### config.mk
export PLATFORM = sky130hd
export DESIGN_NAME = cond_unit
export DESIGN_NICKNAME = d
export VERILOG_FILES = /design/src/rtl/cond_pkg.sv /design/src/rtl/cond_check.sv /design/src/rtl/cond_unit.sv
export SDC_FILE = /design/constraint.sdc
export NUM_CORES = 1
export LEC_CHECK = 0
export CORE_AREA = 2 2 40 42
export CTS_CLUSTER_DIAMETER = 150
export DETAILED_ROUTE_END_ITERATION = 10
export DIE_AREA = 0 0 42 44
export PLACE_DENSITY = 0.79
export SLEW_MARGIN = 20
export SYNTH_ARGS = -nofsm -noshare
export SYNTH_HDL_FRONTEND = slang
export SYNTH_SLANG_ARGS = --single-unit
### constraint.sdc
create_clock -name clk -period 4.54 [get_ports clk]
set_input_delay 0.681 -clock clk [delete_from_list [all_inputs] [get_ports clk]]
set_output_delay 0.681 -clock clk [all_outputs]
set_load 0.05 [all_outputs]
### src/rtl/cond_pkg.sv
// Shared types and constants for the execute-stage condition unit.
package cond_pkg;

   // ARM condition field encodings; NV (1111) is treated as never.
   typedef enum logic [3:0] {
      EQ = 4'b0000,
      NE = 4'b0001,
      CS = 4'b0010,
      CC = 4'b0011,
      MI = 4'b0100,
      PL = 4'b0101,
      VS = 4'b0110,
      VC = 4'b0111,
      HI = 4'b1000,
      LS = 4'b1001,
      GE = 4'b1010,
      LT = 4'b1011,
      GT = 4'b1100,
      LE = 4'b1101,
      AL = 4'b1110,
      NV = 4'b1111
   } cond_t;

   // NZCV bit positions within a flag vector.
   localparam int unsigned FLAG_N = 3;
   localparam int unsigned FLAG_Z = 2;
   localparam int unsigned FLAG_C = 1;
   localparam int unsigned FLAG_V = 0;

   // Stall FSM: RUN issues normally, HOLD re-evaluates the held instruction.
   typedef enum logic {
      RUN  = 1'b0,
      HOLD = 1'b1
   } cu_state_t;

endpackage

### src/rtl/cond_check.sv
// Combinational ARM condition-code evaluator against an NZCV flag vector.
module cond_check
   import cond_pkg::*;
(
   input  logic [3:0] cond,
   input  logic [3:0] flags,
   output logic       cond_true
);

   logic n, z, c, v;

   assign n = flags[FLAG_N];
   assign z = flags[FLAG_Z];
   assign c = flags[FLAG_C];
   assign v = flags[FLAG_V];

   // Decode the condition field into a pass/fail decision.
   always_comb begin
      cond_true = 1'b0;
      case (cond_t'(cond))
         EQ:      cond_true = z;
         NE:      cond_true = ~z;
         CS:      cond_true = c;
         CC:      cond_true = ~c;
         MI:      cond_true = n;
         PL:      cond_true = ~n;
         VS:      cond_true = v;
         VC:      cond_true = ~v;
         HI:      cond_true = c & ~z;
         LS:      cond_true = ~c | z;
         GE:      cond_true = (n == v);
         LT:      cond_true = (n != v);
         GT:      cond_true = ~z & (n == v);
         LE:      cond_true = z | (n != v);
         AL:      cond_true = 1'b1;
         NV:      cond_true = 1'b0;
         default: cond_true = 1'b0;
      endcase
   end

endmodule

### src/rtl/cond_unit.sv
// Execute-stage condition unit: gates side effects on the condition field and
// drives the registered CPSR flag write. Define COND_BYPASS_EN to forward the
// in-flight flag write instead of stalling for one cycle.
module cond_unit
   import cond_pkg::*;
#(
   parameter int unsigned bus = 4
) (
   input  logic           clk,
   input  logic           rst,
   input  logic           valid,
   input  logic [3:0]     cond,
   input  logic           set_flags,
   input  logic [bus-1:0] alu_flags,
   input  logic [bus-1:0] cpsr_flags,
   input  logic           reg_write,
   input  logic           mem_write,
   input  logic           pc_src,
   output logic           reg_write_o,
   output logic           mem_write_o,
   output logic           pc_src_o,
   output logic           cond_ex,
   output logic           stall,
   output logic           cpsr_we,
   output logic [bus-1:0] cpsr_datain
);

   logic [bus-1:0] eff_flags;
   logic           cond_true;
   logic           pass;

`ifdef COND_BYPASS_EN
   // A write asserted this cycle is not yet visible on cpsr_flags; forward it.
   assign eff_flags = cpsr_we ? cpsr_datain : cpsr_flags;
   assign stall     = 1'b0;
`else
   cu_state_t state_q, state_d;

   assign eff_flags = cpsr_flags;

   // Stall FSM state register.
   always_ff @(posedge clk) begin
      if (rst) begin
         state_q <= RUN;
      end else begin
         state_q <= state_d;
      end
   end

   // Stall a flag-dependent instruction while the previous write is in flight.
   always_comb begin
      state_d = state_q;
      stall   = 1'b0;
      case (state_q)
         RUN: begin
            stall = valid & cpsr_we & (cond != AL);
            if (stall) begin
               state_d = HOLD;
            end
         end
         HOLD: begin
            state_d = RUN;
         end
         default: begin
            state_d = RUN;
         end
      endcase
   end
`endif

   cond_check u_cond_check (
      .cond      (cond),
      .flags     (eff_flags),
      .cond_true (cond_true)
   );

   // Gate the architectural side effects on the condition result.
   always_comb begin
      pass        = valid & cond_true & ~stall;
      cond_ex     = pass;
      reg_write_o = pass & reg_write;
      mem_write_o = pass & mem_write;
      pc_src_o    = pass & pc_src;
   end

   // Flag write register feeding the CPSR; the latest passing setter wins.
   always_ff @(posedge clk) begin
      if (rst) begin
         cpsr_we     <= 1'b0;
         cpsr_datain <= '0;
      end else begin
         cpsr_we <= pass & set_flags;
         if (pass & set_flags) begin
            cpsr_datain <= alu_flags;
         end
      end
   end

endmodule

# Word-level counts from Yosys, hierarchy flattened
# Cells that the tools add are included.
# word_totals
reg_bits	6
inputBits	19
# classes
eq_ne	18
n_mux	4
n_bitwise	18
n_reduce_logical	1
# ops
op	count
4-bit equality test, second input constant	8
4-bit by 3-bit equality test with 1-bit output, second input constant	4
1-bit case mux with 16 select lines	1
1-bit bitwise AND	10
4-bit by 2-bit equality test with 1-bit output, second input constant	2
1-bit NOT	6
4-bit by 1-bit equality test with 1-bit output, second input constant	1
4-bit zero test	1
4-bit != test, second input constant	1
1-bit two-way mux	2
1-bit OR	2
1-bit case mux with 2 select lines	1
1-bit equality test	1
1-bit != test	1

# Depth between registers and ports, before layout
# logic_depth
word_depth	6
mapped_depth	7

# Hierarchy
# From an unflattened synthesis, not the netlist that was laid out.
# hier_totals
cells_unflattened	53
hier_area_um2	476.7
# by_module_without_submodules
module	n_inst	cells_per_inst	area_per_inst_um2
cond_unit	1	30	321.6
cond_check	1	23	155.1

# Worst setup path after synthesis
# OpenSTA, ideal clock, no wires.
# synth_path
kind	input to output
from	input port cond[1]
to	output port mem_write_o
t_arrival_ps	2595
required_ps	3859
setup_slack_ps	1264
cell_stages	7
n_path_buf	1
path_cell_list	buf_6 -> nor2b_4 -> a2111oi_4 -> o31a_2 -> a211oi_2 -> or4_4 -> nor2_1
# synth_via
elab_chain_len	6
# synth_lines
element	line	text
start, declared	cond_unit.sv:12	input logic [3:0] cond,
branches (longest 4 deep; another with 1-bit case mux with 16 select lines)	-	
1-bit bitwise AND *	cond_unit.sv:79	pass = valid & cond_true & ~stall;
1-bit bitwise AND *	cond_unit.sv:82	mem_write_o = pass & mem_write;
end, declared	cond_unit.sv:20	output logic mem_write_o,
# Mark *: on every way between the ends.

# Worst setup path in the final report
# layout_path
from	input port cond[1]
to	output port pc_src_o
# layout_via
elab_chain_len	6
# layout_lines
element	line	text
branches (longest 4 deep; another with 1-bit case mux with 16 select lines)	-	
1-bit bitwise AND *	cond_unit.sv:79	
1-bit bitwise AND *	cond_unit.sv:83	pc_src_o = pass & pc_src;
end, declared	cond_unit.sv:21	output logic pc_src_o,
# Marked as above.

==> flow_metrics.tcl <==
set metrics [dict create \
    powerDensity_nw_per_um2 210 \
    min_from "cpsr_datain[0]" \
    h-tree-depth 1 \
    cp_top_family "buffers and inverters" \
    cts_tree "yes" \
    rsz0062_at_grt "false" \
    yosys.area.top_type_share 0.223 \
    insertion_delay_ps 240 \
    yosys_warnings 0 \
    wire_per_inst_um 11.1 \
    status "finished clean" \
    dpl.hpwl_um 975 \
    port_buffers 28 \
    postCtsSetupBuffers 0 \
    initial_core_util 0.380 \
    synth_edf_count 0 \
    nets 112 \
    cp_common_cell "clkdlybuf4s50_1" \
    timing.fmax_mhz 237 \
    fin_crit_sh 0.929 \
    diodes 0 \
    yosys.cell_count.top_type "nand2b_1" \
    layout-drive-gt1-share 0.154 \
    yosys.area.top_type "dfxtp_1" \
    die_area_um2 1850 \
    firstDrtPassIters 5 \
    hold_buffers 0 \
    clockBufferDepth 2 \
    grt_pass1_vias 501 \
    setup.worst_path.start "cond[1]" \
    numCtsBuffers 3 \
    yosys-top-cells-area "dfxtp_1 22%, nand2b_1 10%, mux2i_1 9.3%" \
    cts_resized 0 \
    synth_fp_nets 81 \
    cpMaxStageDelayCell "clkdlybuf4s50_1" \
    cpPeakStageDelay_ps 810 \
    cp-end-kind "output port" \
    die_x_um 42 \
    clk_pin_slew_ps 40 \
    slew_headroom 0.664 \
    ir_worst_vdd_mv 0.0967 \
    critPathBufInv 2 \
    ys.flop_type "dfxtp_1" \
    async_flop_share 0 \
    drv_cap 0 \
    core_area_um2 1420 \
    route.detailed.drc 0 \
    ys_ff_latch 6 \
    viasPerCell 4.93 \
    cts_root_buffer "clkbuf_4" \
    crit_chain "clkdlybuf4s50_1, nor2b_4, a2111oi_4, o31a_2, a211oi_2, or4_4, nor2_1, clkdlybuf4s50_1" \
    drtIter0Drc 7 \
    drt-total-wl_mm 1.19 \
    vias 528 \
    pin_count 29 \
    globalRoute.totalOverflow 0 \
    netlist_area_um2 539 \
    synthToLayoutAreaGrowth_pct 55.7 \
    std_cell_rows 14 \
    setup_tns_ps 0 \
    grt_max_degree 11 \
    synthDistinctLibCells 29 \
    p_leak_nw 0.324 \
    cp_max_fo 8 \
    slew_violations 0 \
    critPathKind "primary input to output port" \
    place_congestion 0.812 \
    place_inst 104 \
    final_core_util 0.592 \
    grtUsageTotal 0.137 \
    worst_slew_pin_slew_ps 502 \
    hold_class "register to register" \
    synth_common_cells "9 x nand2b_1, 7 x inv_1, 7 x nor2_1, 6 x dfxtp_1, 5 x mux2i_1" \
    synthCells 62 \
    setup_viol 0 \
    avgSynthCellArea_um2 8.70 \
    grt_pass1_wl_mm 2.03 \
    regToRegStartpoint "state_q" \
    antenna_left 0 \
    skew_ps 11.7 \
    period_minus_slack_ps 4220 \
    worstSetupStartpointType "primary input" \
    antenna_found_initial 0 \
    cts_num_sinks 6 \
    cp.arrival_ps 3540 \
    yosysSeqAreaShare 0.223 \
    num-fill-cells 122 \
    required_ps 3860 \
    die_h_um 44 \
    instances_no_fill 107 \
    hold_viol 0 \
]
==> metal layers <==
| layer | track usage | share of wire | wire (um) | up-vias |
|---|---|---|---|---|
| met5 | 0 | 0 | 0 | - |
| met4 | 0.0387 | 0 | 0 | 0 |
| met3 | 0.00417 | 0.059 | 70 | 0 |
| met2 | 0.263 | 0.50 | 599 | 18 |
| met1 | 0.167 | 0.44 | 517 | 237 |
| li1 | - | - | - | 273 |
==> cell usage in the layout, fill, tap and decap left out, drive strengths merged, types with 2 or more instances in the layout <==
cell,netlist,layout
clkbuf,0,3
dfxtp,6,6
mux2i,5,5
or4,2,2
nor3,2,2
clkdlybuf4s50,0,28
nand2b,9,9
nor2b,3,3
xnor2,2,2
nor2,8,8
inv,7,7
==> stage by stage <==
step / area, um2 / total power [mW] / setup WS, ps / hold slack, ps
floorplan: 539 / 0.101 / 1260 / 692
global placement: 817 / 0.128 / 364 / 460
detailed placement: 817 / 0.129 / 303 / 468
CTS: 840 / 0.179 / 305 / 478
global route: 840 / 0.185 / 191 / 508
finish: 840 / 0.176 / 321 / 473
==> worst reg2reg max path: cells and delay by family (launching register included) <==
family / cells / cell delay, ps
muxes: 1 / 210
AOI/OAI and AO/OA: 1 / 140
DFF: 1 / 290
and+or+nand+nor: 4 / 790
==> flip-flops by register name (all words and copies together) (netlist names) <==
register	count
cpsr_we	1
state_q	1
cpsr_datain	4
==> report_power, final <==
group          switching (mW)  total, mW  internal, mW
logic                  0.0375     0.0728        0.0352
registers            0.000790     0.0554        0.0546
clock network          0.0183     0.0482        0.0298
total                  0.0566      0.176         0.120
==> final timing paths <==
check	end	slack, ps	cells past startpoint
min reg2reg	cpsr_datain[0]	470	2
max reg2reg	cpsr_datain[0]	3030	6
min	cpsr_datain[0]	470	2
max	pc_src_o	320	8
==> cells by family (layout without fill, tap and decap cells) <==
family,after synthesis,in the layout,share of synthesized area
AOI/OAI and AO/OA,8,8,0.186
xor gates and xnor gates,3,3,0.0487
buffers and inverters,9,38,0.0905
DFF,6,6,0.223
muxes,5,5,0.0928
and+or+nand+nor,31,31,0.360
==> final cells by class <==
type / instances / area [um2] / area share
Timing Repair Buffer: 28 / 280 / 0.334
Tap cell: 16 / 20.0 / 0.0238
Inverter: 7 / 26.3 / 0.0313
Multi-Input combinational cell: 47 / 370 / 0.441
Sequential cell: 6 / 120 / 0.143
Clock buffer: 3 / 22.5 / 0.0268
Power figures use the tool's default switching activity.
==> RTL change 1: new RTL, config.mk and constraints unchanged <==
Make the reset (`rst`) asynchronous in 2 clocked blocks.
--- a/src/rtl/cond_unit.sv
+++ b/src/rtl/cond_unit.sv
@@ -39,7 +39,7 @@
    assign eff_flags = cpsr_flags;
 
    // Stall FSM state register.
-   always_ff @(posedge clk) begin
+   always_ff @(posedge clk or posedge rst) begin
       if (rst) begin
          state_q <= RUN;
       end else begin
@@ -84,7 +84,7 @@
    end
 
    // Flag write register feeding the CPSR; the latest passing setter wins.
-   always_ff @(posedge clk) begin
+   always_ff @(posedge clk or posedge rst) begin
       if (rst) begin
          cpsr_we     <= 1'b0;
          cpsr_datain <= '0;
Formal check against the unedited RTL: differs if rst is asserted again (counterexample within 4 cycles, from zero or initial values and one cycle with rst high); with rst held inactive, the same outputs for 10 cycles.
==> RTL change 1 against the original RTL <==
Sequential cell count did not move. Final area is 5.5% lower. Synthesized area is 8.6% lower. Setup slack improved by 150 ps. Largest power group unchanged. First-iteration DRC count shrank 43%. Maximum frequency up 3.7%. Combinational power increased by 91%. Total power up 47%. Wire length fell by 2.9%. Largest cell class unchanged.
==> RTL change 1: results (changes against the original RTL) <==
diodes: 0  # unchanged
min_path_type: "flip-flop to flip-flop"
grt_max_degree: 10  # -1
met2_length_um: 567  # -5.3%
synth_area_leader_cell: "dfrtp_1"
arrival_ps: 3390  # -150 ps
synth-compound-area-share_pct: 16.2  # -2.3 points
post_cts_buffers: 0  # unchanged
cts_made_buffers: 3  # unchanged
synth_edf_count: 0  # unchanged
clock-root-buffer: "clkbuf_4"
top_regs: "cpsr_datain (4), cpsr_we (1), state_q (1)"
insertion_delay_ps: 240  # about the same
grt_pass1_wl_um: 1940  # -4.4%
grt_remaining_overflow: 0  # unchanged
drtPass1Iterations: 4  # -1
grt_usage_pct: 14.2  # +0.47 points
wl_per_cell_um: 12.4  # +12%
ys_types: 32  # +10%
drive_gt1_share_pct: 13.0  # -2.4 points
dp_hpwl_um: 967  # -0.81%
path_clk_slew_ps: 50
fin_nets: 98  # -13%
worstReg2RegStart: "cpsr_we"
status: "finished clean"
synth_xor_area_share_pct: 8.38  # +3.5 points
dr.first_iter.drc_count: 4  # -3
synth_common_cells: "dfrtp_1, inv_1, and2_1, mux2_1"
crit_start: "cond[0]"
grt_pass1_vias: 475  # -5.2%
dpl_cell_area_um2: 771  # -5.7%
h-tree-depth: 1  # unchanged
p_leak_uw: 0.000323  # -0.35%
synthAdderAreaFrac_pct: 0  # unchanged
io_buffers: 28  # unchanged
antenna_found_initial: 0  # unchanged
ys_async_sr_fraction_pct: 100  # +100 points
drv_cap: 0  # unchanged
crit_fanout: 9  # +1
syn-num-nets: 67  # -17%
max_slew.worst_pin.slew_ps: 561  # +59.6 ps
muxShareOfSynthArea_pct: 11.2  # +1.9 points
hold_path.startpoint: "cpsr_datain[2]"
top_layer: "met3"
yosysSeqAreaShare_pct: 30.5  # +8.2 points
wl_met1_um: 522  # +0.97%
wl_met3_um: 63  # -10%
gp_congestion: 0.802  # -1.2%
ir_worst_vdd_mv: 0.196  # +100%
synth_area_leaders: "dfrtp_1, mux2_1, xor3_1"
vias: 472  # -11%
clock_skew_ps: 4.90  # -6.78 ps
clock_path_buffers: 2  # unchanged
yosys_warnings: 0  # unchanged
cts_resized: 0  # unchanged
[RTL change 1: cell types whose count changed in the layout (fill, tap and decap cells not counted), sizes merged, moves of 2 or more]
| cell | delta |
|---|---|
| nor2 | -6 |
| o22ai | +2 |
| nand2b | -9 |
| and2 | +3 |
| nor2b | -2 |
| dfxtp | -6 |
| mux2 | +4 |
| mux2i | -4 |
| or4 | -2 |
| inv | -2 |
| dfrtp | +6 |
[RTL change 1: layer usage]
layer  vias to the layer above  track usage (%)
li1                        235                -
met1                       219             17.6
met2                        18             22.5
met3                         0             5.00
met4                         0             5.81
met5                         -                0
[RTL change 1: final timing paths]
| check | to | slack, ps | cells after the start |
|---|---|---|---|
| max in group asynchronous | state_q | 3680 | 2 |
| max reg2reg | cpsr_datain[0] | 2930 | 4 |
| min reg2reg | cpsr_datain[2] | 490 | 1 |
| min | cpsr_datain[2] | 490 | 1 |
| max | reg_write_o | 470 | 7 |
| min in group asynchronous | cpsr_datain[2] | 660 | 2 |
[RTL change 1: final cells by class]
class	count	area (µm²)
Clock buffer	3	22.5
Fill cell	127	626
Inverter	5	21.3
Multi-Input combinational cell	35	299
Sequential cell	6	150
Tap cell	16	20.0
Timing Repair Buffer	28	280
[RTL change 1: logic make-up after synthesis]
| logic type | count (synthesis) |
|---|---|
| multiplexers | 5 |
| AO/OA/AOI/OAI | 9 |
| XOR/XNOR | 3 |
| AND/OR/NAND/NOR | 18 |
| flip-flops | 6 |
| buffers and inverters | 7 |
[RTL change 1: through the flow]
step                      setup WS (ps)  hold WS [ps]  utilization [%]  power, µW  instances
after floorplan                     887           472                -        160         48
after global placement              534           468             54.3        211         90
after detailed placement            459           478             54.3        213         90
after CTS                           450           489             55.9        263         93
after global routing                276           507             55.9        273         93
final                               473           486             55.9        259         93
[RTL change 1: critical path, stage by stage]
cell,delay [ps]
clkdlybuf4s50_1,630
xor3_1,480
nor4b_2,250
a211oi_1,120
a21oi_1,260
and2_1,160
clkdlybuf4s50_1,800
[RTL change 1: power breakdown]
group | internal, µW | total (µW) | switching, µW
logic | 56.8 | 139 | 81.8
registers | 66.4 | 72.1 | 5.71
clock network | 29.8 | 48.4 | 18.5
total | 153 | 259 | 106
==> RTL change 2: new RTL, config.mk and constraints unchanged <==
Without the edit above. Add a define of `COND_BYPASS_EN`.
--- a/src/rtl/cond_unit.sv
+++ b/src/rtl/cond_unit.sv
@@ -1,6 +1,8 @@
 // Execute-stage condition unit: gates side effects on the condition field and
 // drives the registered CPSR flag write. Define COND_BYPASS_EN to forward the
 // in-flight flag write instead of stalling for one cycle.
+`define COND_BYPASS_EN
+
 module cond_unit
    import cond_pkg::*;
 #(
Formal check against the unedited RTL: not equivalent (Yosys sat finds a counterexample within 4 cycles, from zero or initial values and one cycle with rst high).
==> RTL change 2 against the original RTL <==
Largest power group unchanged. Total power up 1.7%. Setup slack improved by 100 ps. Non-clock buffer count is 1 lower. Final area increased by 1.9%. Synthesized area grew 3.7%. Wire length grew 8.7%. Sequential power down 11%. First-iteration DRC count decreased by 57%. Critical endpoint unchanged. Sequential cell count fell by 1. Combinational power up 9.2%.
==> RTL change 2: results (changes against the original RTL) <==
dpl_cell_area_um2: 830  # +1.5%
dp_hpwl_um: 994  # +1.9%
grt_pass1_vias: 536  # +7.0%
drive_gt1_share_pct: 13.8  # -1.6 points
status: "finished clean"
vias: 560  # +6.1%
gp_congestion: 0.769  # -5.2%
fin_nets: 107  # -4.5%
synth_area_leaders: "dfxtp_1, xnor3_1, nand2b_1"
grt_max_degree: 10  # -1
synth-compound-area-share_pct: 20.6  # +2.0 points
grt_usage_pct: 16.0  # +2.3 points
yosysSeqAreaShare_pct: 17.9  # -4.4 points
met2_usage_pct: 28.1  # +1.9 points
muxShareOfSynthArea_pct: 18.8  # +9.5 points
synth_common_cells: "nand2b_1, dfxtp_1"
max_slew.worst_pin.slew_ps: 518  # +16.1 ps
syn-mean-instance-area_um2: 9.48  # +9.0%
dp_cells: 99  # -4.8%
ir_worst_vdd_mv: 0.141  # +46%
post-place-ws_ps: 417  # +113 ps
grt_pass1_wl_um: 2260  # +11%
p_leak_uw: 0.000356  # +9.8%
ys_types: 37  # +28%
drtPass1Iterations: 4  # -1
vias_per_cell: 5.44  # +10%
[RTL change 2: cell count changes in the layout (fill, tap and decap cells not counted), moves of 2 or more]
cell / change
and2_1: +3
nor2_1: -6
mux2i_1: -2
xnor3_1: +2
xnor2_1: -2
nand2b_1: -3
nor2b_1: -2
inv_1: -4
xor2_1: +2
[RTL change 2: path summary, 6_finish.rpt]
| path | start | end | slack (ps) | cells after the start |
|---|---|---|---|---|
| worst max-delay path | cond[1] | pc_src_o | 420 | 7 |
| worst min register to register | cpsr_datain[2] | cpsr_datain[2] | 510 | 2 |
| worst max register to register | cpsr_we | cpsr_datain[1] | 2440 | 6 |
| worst min-delay path | cpsr_datain[2] | cpsr_datain[2] | 510 | 2 |
[RTL change 2: final cells by class]
cell class                      instances  area, µm²  area share (%)
Inverter                                4       15.0            1.75
Tap cell                               16       20.0            2.34
Multi-Input combinational cell         47        424            49.6
Clock buffer                            4       26.3            3.07
Sequential cell                         5        100            11.7
Timing Repair Buffer                   27        270            31.6
[RTL change 2: cells by family (layout without fill, tap and decap cells)]
family          after synthesis  count (layout)
compound gates               14              14
xor+xnor                      5               5
buf+inv                       7              35
flops                         5               5
mux                           7               7
other cells                   1               1
simple gates                 20              20
[RTL change 2: where the power goes]
group          switching (µW)  internal (µW)
registers                2.96           46.3
clock network            17.4           33.2
logic                    39.5           40.0
total                    59.8            119
[RTL change 2: per-stage QoR]
stage	utilization (%)	total power [µW]
detailed placement	58.5	129
CTS	60.3	181
global placement	58.5	129
finish	60.3	179
floorplan	-	99.2
global route	60.3	191
[RTL change 2: routing by layer]
layer  up-vias  part of all wire (%)
li1        277                     -
met3         0                   8.7
met4         0                     0
met2        22                    49
met5         -                     0
met1       261                    43
[RTL change 2: critical path: stages]
cell             delay [ps]
clkdlybuf4s50_1         580
mux4_1                  590
xor2_1                  150
nand3b_1                130
a41oi_1                 330
and2_1                  170
clkdlybuf4s50_1         790
